`src/rtl/vm_input_conditioner.sv`:
```
// vm_input_conditioner: synchronize, debounce and one-shot the vending machine buttons;
// coins are serialized (qu > di > ni) so at most one coin pulse leaves per cycle.
module vm_input_conditioner #(
    parameter int DEBOUNCE_CYCLES = 16,
    parameter int CNT_W           = 16
) (
    input  logic CLK,
    input  logic rst_n,
    input  logic ni_raw,
    input  logic di_raw,
    input  logic qu_raw,
    input  logic soda_raw,
    input  logic diet_raw,
    output logic ni,
    output logic di,
    output logic qu,
    output logic soda,
    output logic diet,
    output logic sel_conflict,
    output logic busy
);
    typedef enum logic [1:0] {IDLE_LO, ARM_HI, HIGH, ARM_LO} state_t;
    localparam logic [CNT_W-1:0] LAST = CNT_W'(DEBOUNCE_CYCLES - 1);

    logic [4:0] raw, qual, qual_q;
    logic [2:0] pend, grant;
    logic [1:0] sel_q;

    assign raw = {diet_raw, soda_raw, qu_raw, di_raw, ni_raw};

    for (genvar c = 0; c < 5; c++) begin : g_ch
        logic [1:0] sync;
        logic [CNT_W-1:0] cnt, cnt_nx;
        state_t state, state_nx;
        logic q;
        assign qual[c] = q;
        always_ff @(posedge CLK or negedge rst_n) begin
            if (!rst_n) begin
                sync  <= '0;
                state <= IDLE_LO;
                cnt   <= '0;
            end else begin
                sync  <= {sync[0], raw[c]};
                state <= state_nx;
                cnt   <= cnt_nx;
            end
        end
        always_comb begin
            state_nx = state;
            cnt_nx   = cnt;
            q        = 1'b0;
            case (state)
                IDLE_LO: if (sync[1]) begin
                    state_nx = ARM_HI;
                    cnt_nx   = CNT_W'(1);
                end
                ARM_HI: if (!sync[1]) begin
                    state_nx = IDLE_LO;
                    cnt_nx   = '0;
                end else if (cnt == LAST) begin
                    state_nx = HIGH;
                    cnt_nx   = '0;
                    q        = 1'b1;
                end else cnt_nx = cnt + 1'b1;
                HIGH: if (!sync[1]) begin
                    state_nx = ARM_LO;
                    cnt_nx   = CNT_W'(1);
                end
                ARM_LO: if (sync[1]) begin
                    state_nx = HIGH;
                    cnt_nx   = '0;
                end else if (cnt == LAST) begin
                    state_nx = IDLE_LO;
                    cnt_nx   = '0;
                end else cnt_nx = cnt + 1'b1;
                default: begin
                    state_nx = IDLE_LO;
                    cnt_nx   = '0;
                end
            endcase
        end
    end

    // pend bit order: [2]=qu, [1]=di, [0]=ni
    assign grant = pend[2] ? 3'b100 : pend[1] ? 3'b010 : pend[0] ? 3'b001 : 3'b000;
    assign busy  = |pend;

    // selections take one extra register so they line up with an uncontended coin
    always_ff @(posedge CLK or negedge rst_n) begin
        if (!rst_n) begin
            qual_q       <= '0;
            pend         <= '0;
            sel_q        <= '0;
            {qu, di, ni} <= '0;
            soda         <= 1'b0;
            diet         <= 1'b0;
            sel_conflict <= 1'b0;
        end else begin
            qual_q       <= qual;
            pend         <= (pend & ~grant) | qual_q[2:0];
            {qu, di, ni} <= grant;
            sel_q        <= qual_q[4:3];
            soda         <= sel_q[0] & ~sel_q[1];
            diet         <= sel_q[1] & ~sel_q[0];
            sel_conflict <= &sel_q;
        end
    end
endmodule

```
`config.mk`:
```
export PLATFORM = sky130hd
export DESIGN_NAME = vm_input_conditioner
export DESIGN_NICKNAME = d
export VERILOG_FILES = /design/src/rtl/vm_input_conditioner.sv
export SDC_FILE = /design/constraint.sdc
export NUM_CORES = 1
export LEC_CHECK = 0
export BUFFER_PORTS_ARGS = -buffer_cell sky130_fd_sc_hd__buf_2
export CORE_MARGIN = 2
export CORE_UTILIZATION = 23
export CTS_CLUSTER_SIZE = 20
export DETAILED_ROUTE_END_ITERATION = 6
export PLACE_DENSITY = 0.5
export RECOVER_POWER = 25
export SETUP_SLACK_MARGIN = 0.15
export SYNTH_ARGS = -nofsm -noshare
export SYNTH_HDL_FRONTEND = slang
export SYNTH_SLANG_ARGS = --single-unit
```
`constraint.sdc`:
```
create_clock -name CLK -period 1.8 [get_ports CLK]
set_input_delay 0.18 -clock CLK [delete_from_list [all_inputs] [get_ports CLK]]
set_output_delay 0.18 -clock CLK [all_outputs]
set_load 0.02 [all_outputs]
```
==> implementation parameters, run 1 <==
Parameter                              Value

Flow run
  Max Cap Viol    0

Logic synthesis
  EDFF count, synth    0
  Synthesized area divided by synthesized cell count    9.509 µm²
  Most common library cells after synthesis    dfrtp_1 (116), nand2_1 (73), a21oi_1 (46)
  Cell with the most instances after synthesis    dfrtp_1
  Cell type contributing the most total cell area after synthesis    dfrtp_1
  Seq/Total Area, Yosys    51.74%
  Register bit total from synthesis    116
  Synth async-reset ratio    100.0%
  Ys flop type    dfrtp_1
  Number of distinct library cells after synthesis    48
  Syn nets    602
  Main area contributors after synthesis    dfrtp_1 (52%), nand2_1 (4.9%), a31oi_1 (4.1%), a21oi_1 (4.1%), nand3_1 (3.9%)
  Cell area after technology mapping    0.005610 mm²
  Synth Warn #    0
  Cell count after synthesis    590
  Area share of the leading cell type in the synthesized netlist    51.74%

Cells and area
  Ant diodes    0
  Final non-filler cell area    0.007954 mm²
  Area added between synthesis and finish    41.77%
  Count of nets after finishing    723
  Fraction of layout cells with a size suffix above 1    33.56%
  End-of-flow core utilization    33.00%

Power
  Sequential share of power    40.9%
  Total Power    0.006669 W
  Static leakage    3.357 nW
  Proportion of power drawn by the clock network    51.7%
  Design internal power    0.005104 W
  Net switching power    0.001564 W
  Worst voltage drop across the vdd grid    0.0005560 V
  Fraction of power spent switching nets    23.46%
  Share of power burned in combinational logic    7.5%
  Ratio of total power to cell area    838.4 mW/mm²

Setup path
  Critical path start-end classification    reg2reg
  Arr. time, crit path    2.05 ns
  CP Launch Type    flip-flop
  Beginning of the critical path    g_ch[3].cnt[1]
  Beginning of the worst register-to-register path    g_ch[3].cnt[1]
  Worst path cell trace    ha_4 -> and3_4 -> and4_4 -> buf_6 -> or4_4 -> nand3_2
  Maximum fanout encountered on the critical timing path    6
  Worst R2R Path Depth    6
  FF-to-FF setup slack    0.11 ns
  Worst path required time    2.16 ns
  Max incr delay on CP    0.47 ns
  Crit path to    g_ch[3].cnt[13]
  Capture point of the worst reg-to-reg path    g_ch[3].cnt[13]
  Type of destination of the critical path    flip-flop
  CP max stage cell    or4_4

Clock tree
  CTS Buf Count    17
  TritonCTS clock tree    done
  H-tree levels    4
  Worst skew pair latency    0.42 ns
  Clock tree root driver cell    clkbuf_16
  Total clock sinks    116
  Clock slew at reported path FFs    0.06 ns
  Max clock buf depth    2

Timing
  Relative slew slack    47.81%
  Endpoints failing hold    0
  Maximum operating frequency    590.4 MHz
  Max-slew violations    0
  Final setup violation count    0
  Clock skew after layout    0.006257 ns
  Final critical delay including setup and external delays    1.694 ns
  Worst-margin pin slew    0.7828 ns
  Final critical-path share of the clock period    94.10%
  Fin Setup TNS    0 ns
  Worst-case setup margin in the final layout    0.1063 ns
  RSZ-0062 raised after global routing    yes

Placed design
  Cell Area, Placed    0.006599 mm²
  GP Congestion    0.7791
  Port Buffers    13
  Place WS    -0.08142 ns
  Post-DP HPWL    8.758 mm

Floorplanning
  Core region area    0.02411 mm²
  Height of the die    160.2 µm
  I/O pin count    14
  Die Outline Area    0.02566 mm²
  Die W    160.2 µm
  Initial Utilization    23.27%
  Num rows    57

Route
  First-pass detailed-route iteration total    4
  Vias after detailed routing    4928
  Detailed router's first-iteration violation count    207
  Number of nets with antenna violations after detailed routing    0
  DRT Wirelength    13.74 mm
  Routed wirelength normalized by instance count    13.11 µm
  Number of vias per cell after detailed routing    4.702
  Post-route DRC violation count    0

Worst hold path
  Worst hold path cell count    0
  Type of the worst min-delay path    reg2reg

Global routing
  Global-route congestion overflow total    0
  First-pass GRT wire length    22.62 mm
  Via count of the first global-routing pass    4601
  Initial antenna violation count    0
  Global-route usage over all layers    10.87%
  Largest net degree at the start of global routing    49

Status
  Status    finished, final reports clean
cell type report:
cell class | instances | area (µm²)
clock buffers | 20 | 446.7
flip-flops and latches | 116 | 2913
clock inverters | 12 | 156.4
well taps | 324 | 405.4
repair buffers | 125 | 1010
inverters | 13 | 48.80
multi-input cells | 438 | 2974
fillers | 2484 | 16150
layout by cell type, fill, tap and decap left out, drive strengths merged, types with 7 or more instances in the layout:
cell type    n
clkbuf      26
nor2        37
or2         10
nand2       74
nand4       14
nand3       46
nor4        18
o21ai       43
a22o         7
a21oi       46
a31oi       37
nor3        11
or3         10
and2         7
and3         9
inv         13
dfrtp      116
mux2i        8
buf        113
power groups by stage:
stage / sequential, W / combinational (W) / clock [W]
global placement: 0.00276 / 0.000411 / 0
finish: 0.00273 / 0.000498 / 0.00345
CTS: 0.00272 / 0.000451 / 0.00355
global route: 0.00273 / 0.000561 / 0.00367
detailed placement: 0.00276 / 0.000415 / 0
floorplan: 0.00276 / 0.000206 / 0
worst max-delay path, delay by kind of cell (launching register included):
family / cells / cell delay (ns)
fa+ha+maj: 1 / 0.19
buf+inv: 1 / 0.13
flops: 1 / 0.41
simple gates: 4 / 0.90
cell families (layout without fill, tap and decap cells):
group | after synthesis | count (layout) | share of synthesized area, %
fa+ha+maj | 5 | 5 | 1.115
mux | 13 | 13 | 2.431
compound gates | 156 | 156 | 16.64
buf+inv | 37 | 170 | 3.055
simple gates | 258 | 259 | 24.24
flops | 116 | 116 | 51.74
xor+xnor | 5 | 5 | 0.7805
flip-flops by register name, indices dropped and copies added, names as in the netlist, 2 cells and up, named ones only:
register,count
g_ch.state,5
pend,3
sel_q,2
g_ch.cnt,80
qual_q,5
g_ch.sync,10
worst min-delay path by stage:
| stage | from | endpoint | slack [ns] |
|---|---|---|---|
| global placement | rst_n | g_ch[0].cnt[5] | 0.15 |
| global route | qual_q[3] | sel_q[0] | 0.35 |
| detailed placement | rst_n | g_ch[0].cnt[4] | 0.15 |
| CTS | rst_n | g_ch[0].cnt[4] | 0.25 |
| finish | g_ch[2].sync[0] | g_ch[2].sync[1] | 0.34 |
| floorplan | rst_n | asynchronous set/reset pin | -0.12 |
through the flow:
| stage | cells | hold WS, ns |
|---|---|---|
| after floorplan | 590 | -0.1156 |
| after global placement | 979 | 0.1530 |
| after detailed placement | 979 | 0.1542 |
| after CTS | 1031 | 0.2459 |
| after global routing | 1048 | 0.3538 |
| final | 1048 | 0.3446 |
metal layers:
metal,vias to the layer above,routed length [µm],track usage [%]
li1,2449,-,-
met1,2400,6491,14.31
met2,61,6595,16.96
met3,18,390,2.987
met4,0,259,4.300
met5,-,0,0
repair_timing:
action / CTS / global route
resized for setup: 29 / 96
setup buffers: 13 / 15
gates cloned: 1 / 2
pin swaps: 16 / 39
endpoints found under the setup margin: 58 / 73
hold buffers: 6 / 0
endpoints found under the hold margin: 32 / 0
No activity file was read; power rests on OpenSTA's default activity.
==> inputs of run 2 (changes only) <==
--- a/config.mk
+++ b/config.mk
@@ -5,6 +5,7 @@
 export SDC_FILE = /design/constraint.sdc
 export NUM_CORES = 1
 export LEC_CHECK = 0
+export ABC_AREA = 1
 export BUFFER_PORTS_ARGS = -buffer_cell sky130_fd_sc_hd__buf_2
 export CORE_MARGIN = 2
 export CORE_UTILIZATION = 23
==> run 2 against run 1 <==
Compared with the run above: synthesized cell count up 38%; core utilization down 4.7 points; design area down 7.4%; flip-flop and latch count did not move; hold slack worse by 0.0033 ns; sequential share of layout area rose by 2.8 points; first-iteration DRC count rose by 50%; clock-buffer cell count grew 1; area after synthesis is 8.9% higher; routed wire length decreased by 5.2%; global-route usage shrank 1.0 points; total power grew 14%; critical endpoint is now g_ch[1].cnt[7]; largest cell class is now registers; highest routed layer unchanged.
==> implementation parameters, run 2 <==
Parameter                              Value

Route
  First-pass detailed-route iteration total    5
  Number of nets with antenna violations after detailed routing    0
  Vias after detailed routing    5003
  Routed wirelength normalized by instance count    10.77 µm
  Post-route DRC violation count    0
  Number of vias per cell after detailed routing    4.142
  Detailed router's first-iteration violation count    311
  DRT Wirelength    13.02 mm

Cells and area
  Register containing the most flip-flops in the final layout    g_ch.cnt
  Area added between synthesis and finish    20.60%
  Ant diodes    0
  Fraction of layout cells with a size suffix above 1    11.80%
  Biggest registers after layout    g_ch.cnt x80, g_ch.sync x10
  Non-Filler Instances    1208
  Most frequent cells in the layout    nand2_1 (246), nor2_1 (116), dfrtp_1 (116)
  Most common library cell in the layout ignoring fill and taps    nand2_1
  Count of nets after finishing    873
  Fillers    2791
  End-of-flow core utilization    28.28%
  Number of flip-flops in the largest register    80

Logic synthesis
  Area share of the leading cell type in the synthesized netlist    47.51%
  Number of distinct library cells after synthesis    35
  Adder-cell area share of the yosys netlist    1.024%
  Most common library cells after synthesis    nand2_1 (246), nor2_1 (118), dfrtp_1 (116)
  Ys flop type    dfrtp_1
  Seq/Total Area, Yosys    47.51%
  Synth Warn #    0
  Main area contributors after synthesis    dfrtp_1 (48%), nand2_1 (15%), nor2_1 (7.2%), nand3_1 (6.1%), inv_1 (5.5%)
  Xor and xnor fraction of the mapped netlist area    4.157%
  Synth async-reset ratio    100.0%
  Basic-gate share of the synthesized area counting and, or, nand and nor cells    34.65%
  Synthesized area divided by synthesized cell count    7.515 µm²
  EDFF count, synth    0
  Cell count after synthesis    813
  Post-synthesis compound-gate area fraction    5.939%
  Mux share of post-synthesis cell area    0%
  Cell area after technology mapping    0.006110 mm²
  Syn nets    825
  Cell with the most instances after synthesis    nand2_1
  Combinational family with the most area after synthesis    simple AND/OR/NAND/NOR gates
  Cell type contributing the most total cell area after synthesis    dfrtp_1
  Register bit total from synthesis    116

Placed design
  Port Buffers    13
  Post-DP HPWL    9.172 mm
  GP Congestion    0.7754
  Placed cells    1164

Clock tree
  H-tree levels    4
  Clock tree root driver cell    clkbuf_16
  Max clock buf depth    2
  Worst skew pair latency    0.42 ns
  CTS Buf Count    17
  Clock slew at reported path FFs    0.06 ns
  TritonCTS clock tree    done
  Total clock sinks    116

Setup path
  Critical path start-end classification    reg2reg
  Type of destination of the critical path    flip-flop
  Beginning of the worst register-to-register path    g_ch[1].cnt[0]
  Worst path required time    2.13 ns
  Arr. time, crit path    1.86 ns
  FF-to-FF setup slack    0.27 ns
  Maximum fanout encountered on the critical timing path    6
  Worst R2R Path Depth    9
  CP Launch Type    flip-flop
  Capture point of the worst reg-to-reg path    g_ch[1].cnt[7]

Power
  Share of power burned in combinational logic    15.3%
  Sequential share of power    39.3%
  Ratio of total power to cell area    1030 mW/mm²
  Net switching power    0.002120 W
  Proportion of power drawn by the clock network    45.5%
  Static leakage    3.465 nW
  Fraction of power spent switching nets    27.95%
  Worst voltage drop across the vdd grid    0.0004864 V
  Design internal power    0.005466 W

Flow run
  Max Cap Viol    0

Floorplanning
  Core region area    0.02606 mm²
  Die W    167.0 µm
  Num rows    59
  Initial Utilization    23.45%
  Die Outline Area    0.02788 mm²
  Height of the die    167.0 µm
  I/O pin count    14

Timing
  RSZ-0062 raised after global routing    yes
  Clock skew after layout    0.007663 ns
  Endpoints failing hold    0
  Final critical delay including setup and external delays    1.528 ns
  Maximum operating frequency    654.3 MHz
  Final setup violation count    0
  Fin Setup TNS    0 ns
  Relative slew slack    53.73%
  Max-slew violations    0
  Final hold slack    0.3413 ns
  Final critical-path share of the clock period    84.90%
  Worst-margin pin slew    0.6941 ns

Global routing
  First-pass GRT wire length    22.79 mm
  Initial antenna violation count    0
  Global-route congestion overflow total    0
  Largest net degree at the start of global routing    42
  Via count of the first global-routing pass    4849
  Global-route usage over all layers    9.858%

Worst hold path
  Type of the worst min-delay path    in2async

Status
  Status    finished, final reports clean
[run 2: changes by cell type after synthesis, moves of 12 or more]
cell,delta
inv_1,+76
buf_2,-12
xor2_1,+19
nor2_1,+85
a31oi_1,-37
o22ai_1,+15
o21ai_0,-16
nand2_1,+173
a21oi_1,-35
nor4_1,-18
nand3_1,+31
[run 2: through the flow]
| step | setup WS [ns] | instance area (µm²) | power [W] |
|---|---|---|---|
| 2_1_floorplan | 0.4475 | 6110 | 0.003745 |
| 3_5_place_dp | 0.1884 | 6645 | 0.004098 |
| 4_1_cts | 0.2247 | 7306 | 0.007630 |
| 3_3_place_gp | 0.2660 | 6645 | 0.004094 |
| 5_1_grt | 0.1382 | 7368 | 0.007998 |
| 6_report | 0.2718 | 7368 | 0.007587 |
[run 2: worst max-delay path, stage by stage, from the launching register on]
cell,delay (ns)
dfrtp_1,0.40
ha_1,0.24
nand2_2,0.12
inv_2,0.06
nand2_2,0.08
nor2_1,0.05
nand2_1,0.12
nand2_4,0.11
buf_12,0.15
o22ai_1,0.12
[run 2: cell families (layout without fill, tap and decap cells)]
family / Yosys count / count (layout)
AOI/OAI and AO/OA: 64 / 64
xor gates and xnor gates: 29 / 29
adders and majority gates: 5 / 5
buffers and inverters: 104 / 164
DFF: 116 / 116
and+or+nand+nor: 495 / 495
[run 2: worst max-delay path by stage]
stage / from / endpoint / slack, ns / cells past startpoint
floorplan: g_ch[2].cnt[0] / g_ch[2].cnt[2] / 0.45 / 10
global placement: g_ch[0].cnt[0] / g_ch[0].cnt[12] / 0.27 / 6
detailed placement: g_ch[0].cnt[0] / g_ch[0].cnt[12] / 0.19 / 6
CTS: g_ch[0].cnt[0] / g_ch[0].cnt[14] / 0.22 / 6
global route: g_ch[0].cnt[1] / g_ch[0].cnt[12] / 0.14 / 8
finish: g_ch[1].cnt[0] / g_ch[1].cnt[7] / 0.27 / 9
[run 2: area by class of cell]
cell class                 instances  area [µm²]  share of cell area (%)
tap                              335       419.2                   5.689
clock inverter                    10       130.1                   1.766
sequential                       116        2903                   39.40
multi-input combinational        593        2809                   38.12
clock buffer                      21       470.5                   6.385
inverter                          99       374.1                   5.077
timing repair buffer              34       262.8                   3.566
[run 2: repair_timing]
| action | 4_1_cts | 5_1_grt |
|---|---|---|
| setup endpoints to repair | 0 | 25 |
| gates resized for setup | 0 | 3 |
| endpoints found under the hold margin | 28 | 0 |
| hold buffers | 6 | 0 |
| setup buffers | 0 | 7 |
[run 2: metal layers]
layer  part of all wire (%)  global-route usage (%)
met2                     45                   15.35
met3                    2.8                   2.875
met1                     51                   13.30
met5                      0                       0
met4                    1.1                   2.811
[run 2: power groups by stage]
stage | combinational [W] | clock, W | sequential [W]
after floorplan | 0.000760 | 0 | 0.00299
after global placement | 0.00107 | 0 | 0.00302
after detailed placement | 0.00107 | 0 | 0.00303
after CTS | 0.00109 | 0.00356 | 0.00299
after global routing | 0.00132 | 0.00367 | 0.00301
final | 0.00116 | 0.00345 | 0.00298
==> inputs of run 3 (changes only) <==
--- a/config.mk
+++ b/config.mk
@@ -5,7 +5,7 @@
 export SDC_FILE = /design/constraint.sdc
 export NUM_CORES = 1
 export LEC_CHECK = 0
-export ABC_AREA = 1
+export ABC_AREA = 0
 export BUFFER_PORTS_ARGS = -buffer_cell sky130_fd_sc_hd__buf_2
 export CORE_MARGIN = 2
 export CORE_UTILIZATION = 23
==> constraint.sdc (replaced) <==
create_clock -name CLK -period 1.2 [get_ports CLK]
set_input_delay 0.12 -clock CLK [delete_from_list [all_inputs] [get_ports CLK]]
set_output_delay 0.12 -clock CLK [all_outputs]
set_load 0.02 [all_outputs]
==> run 3 against run 2 <==
Compared with the run above: the flow now finishes with violations (setup timing); via count rose by 9.9%; cell count fell by 2.1%; combinational power fell by 10%; sequential share of layout area fell by 9.1 points; non-clock buffer count rose by 221; core utilization rose by 12 points; routed wire length rose by 25%; critical path depth fell by 3; largest power group unchanged.
==> implementation parameters, run 3 (synthesized netlist as in run 1, its figures left out) <==
Parameter                              Value

Route
  Number of nets with antenna violations after detailed routing    0
  Routed wirelength normalized by instance count    13.71 µm
  Detailed router's first-iteration violation count    243
  Vias after detailed routing    5497
  Number of vias per cell after detailed routing    4.647
  First-pass detailed-route iteration total    4
  DRT Wirelength    16.22 mm
  Post-route DRC violation count    0

Placed design
  Placed cells    1083
  GP Congestion    0.7446
  Cell Area, Placed    0.007645 mm²
  Port Buffers    13
  Post-DP HPWL    9.739 mm

Power
  Sequential share of power    38.5%
  Total Power    0.01056 W
  Fraction of power spent switching nets    23.02%
  Worst voltage drop across the vdd grid    0.0007818 V
  Ratio of total power to cell area    1099 mW/mm²
  Share of power burned in combinational logic    9.9%
  Static leakage    4.230 nW
  Design internal power    0.008128 W
  Net switching power    0.002430 W
  Proportion of power drawn by the clock network    51.6%

Setup path
  Beginning of the worst register-to-register path    g_ch[1].cnt[0]
  Worst R2R Path Depth    6
  Capture point of the worst reg-to-reg path    g_ch[1].cnt[13]
  Crit path to    g_ch[1].cnt[13]
  Beginning of the critical path    g_ch[1].cnt[0]
  Maximum fanout encountered on the critical timing path    5
  FF-to-FF setup slack    -0.51 ns
  Type of destination of the critical path    flip-flop
  Critical path start-end classification    reg2reg
  CP Launch Type    flip-flop
  Worst path required time    1.56 ns
  Arr. time, crit path    2.06 ns

Floorplanning
  Core region area    0.02411 mm²
  Num rows    57
  Die W    160.2 µm
  Height of the die    160.2 µm
  Die Outline Area    0.02566 mm²
  Initial Utilization    23.27%
  I/O pin count    14

Flow run
  Max Cap Viol    0

Cells and area
  Number of flip-flops in the largest register    80
  Final non-filler cell area    0.009604 mm²
  Most frequent cells in the layout    buf_4 (189), dfrtp_1 (114), nand2_1 (61)
  Count of nets after finishing    859
  Most common library cell in the layout ignoring fill and taps    buf_4
  Register cell area after layout    0.002905 mm²
  Area taken by multi-input logic gates    0.003418 mm²
  Area added between synthesis and finish    71.19%
  Non-Filler Instances    1183
  Biggest registers after layout    g_ch.cnt x80, g_ch.sync x10
  Ant diodes    0
  Fraction of layout cells with a size suffix above 1    51.57%
  Register containing the most flip-flops in the final layout    g_ch.cnt
  Fillers    2372

Worst hold path
  Type of the worst min-delay path    in2reg

Timing
  Clock skew after layout    0.007987 ns
  Max-slew violations    0
  RSZ-0062 raised after global routing    yes
  Final critical delay including setup and external delays    1.708 ns
  Worst-case setup margin in the final layout    -0.5084 ns
  Final setup violation count    96
  Final critical-path share of the clock period    142.4%
  Worst-margin pin slew    0.6079 ns
  Maximum operating frequency    585.4 MHz
  Relative slew slack    59.47%
  Endpoints failing hold    0

Global routing
  Initial antenna violation count    0
  Global-route congestion overflow total    0
  Via count of the first global-routing pass    5527
  Largest net degree at the start of global routing    50
  Global-route usage over all layers    13.00%
  First-pass GRT wire length    27.10 mm

Clock tree
  Max clock buf depth    2
  Clock tree root driver cell    clkbuf_16
  CTS Buf Count    17
  TritonCTS clock tree    done
  Clock slew at reported path FFs    0.05 ns
  Worst skew pair latency    0.42 ns
  Total clock sinks    116
  H-tree levels    4

Status
  Status    complete, but fails checks
  Failing checks    setup timing
-- run 3: cell types whose count changed in the layout (fill, tap and decap cells not counted), sizes merged, moves of 34 or more --
cell and delta:
a21oi +34, a31oi +37, buf +218, inv -85
nand2 -185, nor2 -89
-- run 3: what timing repair did --
action,CTS,global route
pin swaps,46,54
gates resized for setup,107,66
setup buffers,35,19
hold buffers,6,0
endpoints found under the hold margin,121,0
setup endpoints to repair,102,102
gates cloned,8,1
-- run 3: metrics by stage --
stage | worst slack, ns | TNS [ns] | hold slack (ns) | util, %
after detailed placement | -0.6364 | -43.09 | 0.1453 | 31.71
after floorplan | -0.4912 | -27.17 | -0.1756 | -
after global routing | -0.5808 | -42.22 | 0.3259 | 39.84
final | -0.5084 | -35.06 | 0.3395 | 39.84
after CTS | -0.4988 | -35.79 | 0.2284 | 37.97
after global placement | -0.5820 | -42.42 | 0.1437 | 31.71
-- run 3: metal layers --
layer / share of wire, % / track usage [%]
met1: 47 / 16.61
met2: 49 / 21.49
met3: 2.2 / 3.039
met4: 1.9 / 4.750
met5: 0 / 0
-- run 3: power groups by stage --
stage | combinational, W | sequential, W | clock [W]
floorplan | 0.000375 | 0.00415 | 0
global placement | 0.000797 | 0.00412 | 0
detailed placement | 0.000805 | 0.00413 | 0
CTS | 0.000968 | 0.00406 | 0.00558
global route | 0.00114 | 0.00408 | 0.00576
finish | 0.00104 | 0.00407 | 0.00545
-- run 3: cell type report --
class | count | share of cell area, %
Timing Repair Buffer | 255 | 22.93
Clock buffer | 21 | 4.898
Sequential cell | 116 | 30.25
Tap cell | 324 | 4.221
Inverter | 13 | 0.5081
Clock inverter | 10 | 1.602
Multi-Input combinational cell | 444 | 35.59
-- run 3: worst min-delay path by stage --
stage,startpoint,endpoint,slack (ns),cells after the start
after floorplan,rst_n,asynchronous set/reset pin,-0.18,0
after global routing,di_raw,g_ch[1].sync[0],0.33,2
after CTS,rst_n,g_ch[0].cnt[5],0.23,3
final,soda_raw,g_ch[3].sync[0],0.34,2
after global placement,rst_n,g_ch[0].cnt[5],0.14,2
after detailed placement,rst_n,g_ch[0].cnt[5],0.15,2
-- run 3: critical path: stages (launching register included) --
cell and delay [ns]:
dfrtp_1 0.38, ha_2 0.19, and3_4 0.17, and4_4 0.21, nor2_8 0.15, or4b_4 0.48, nand3_2 0.07
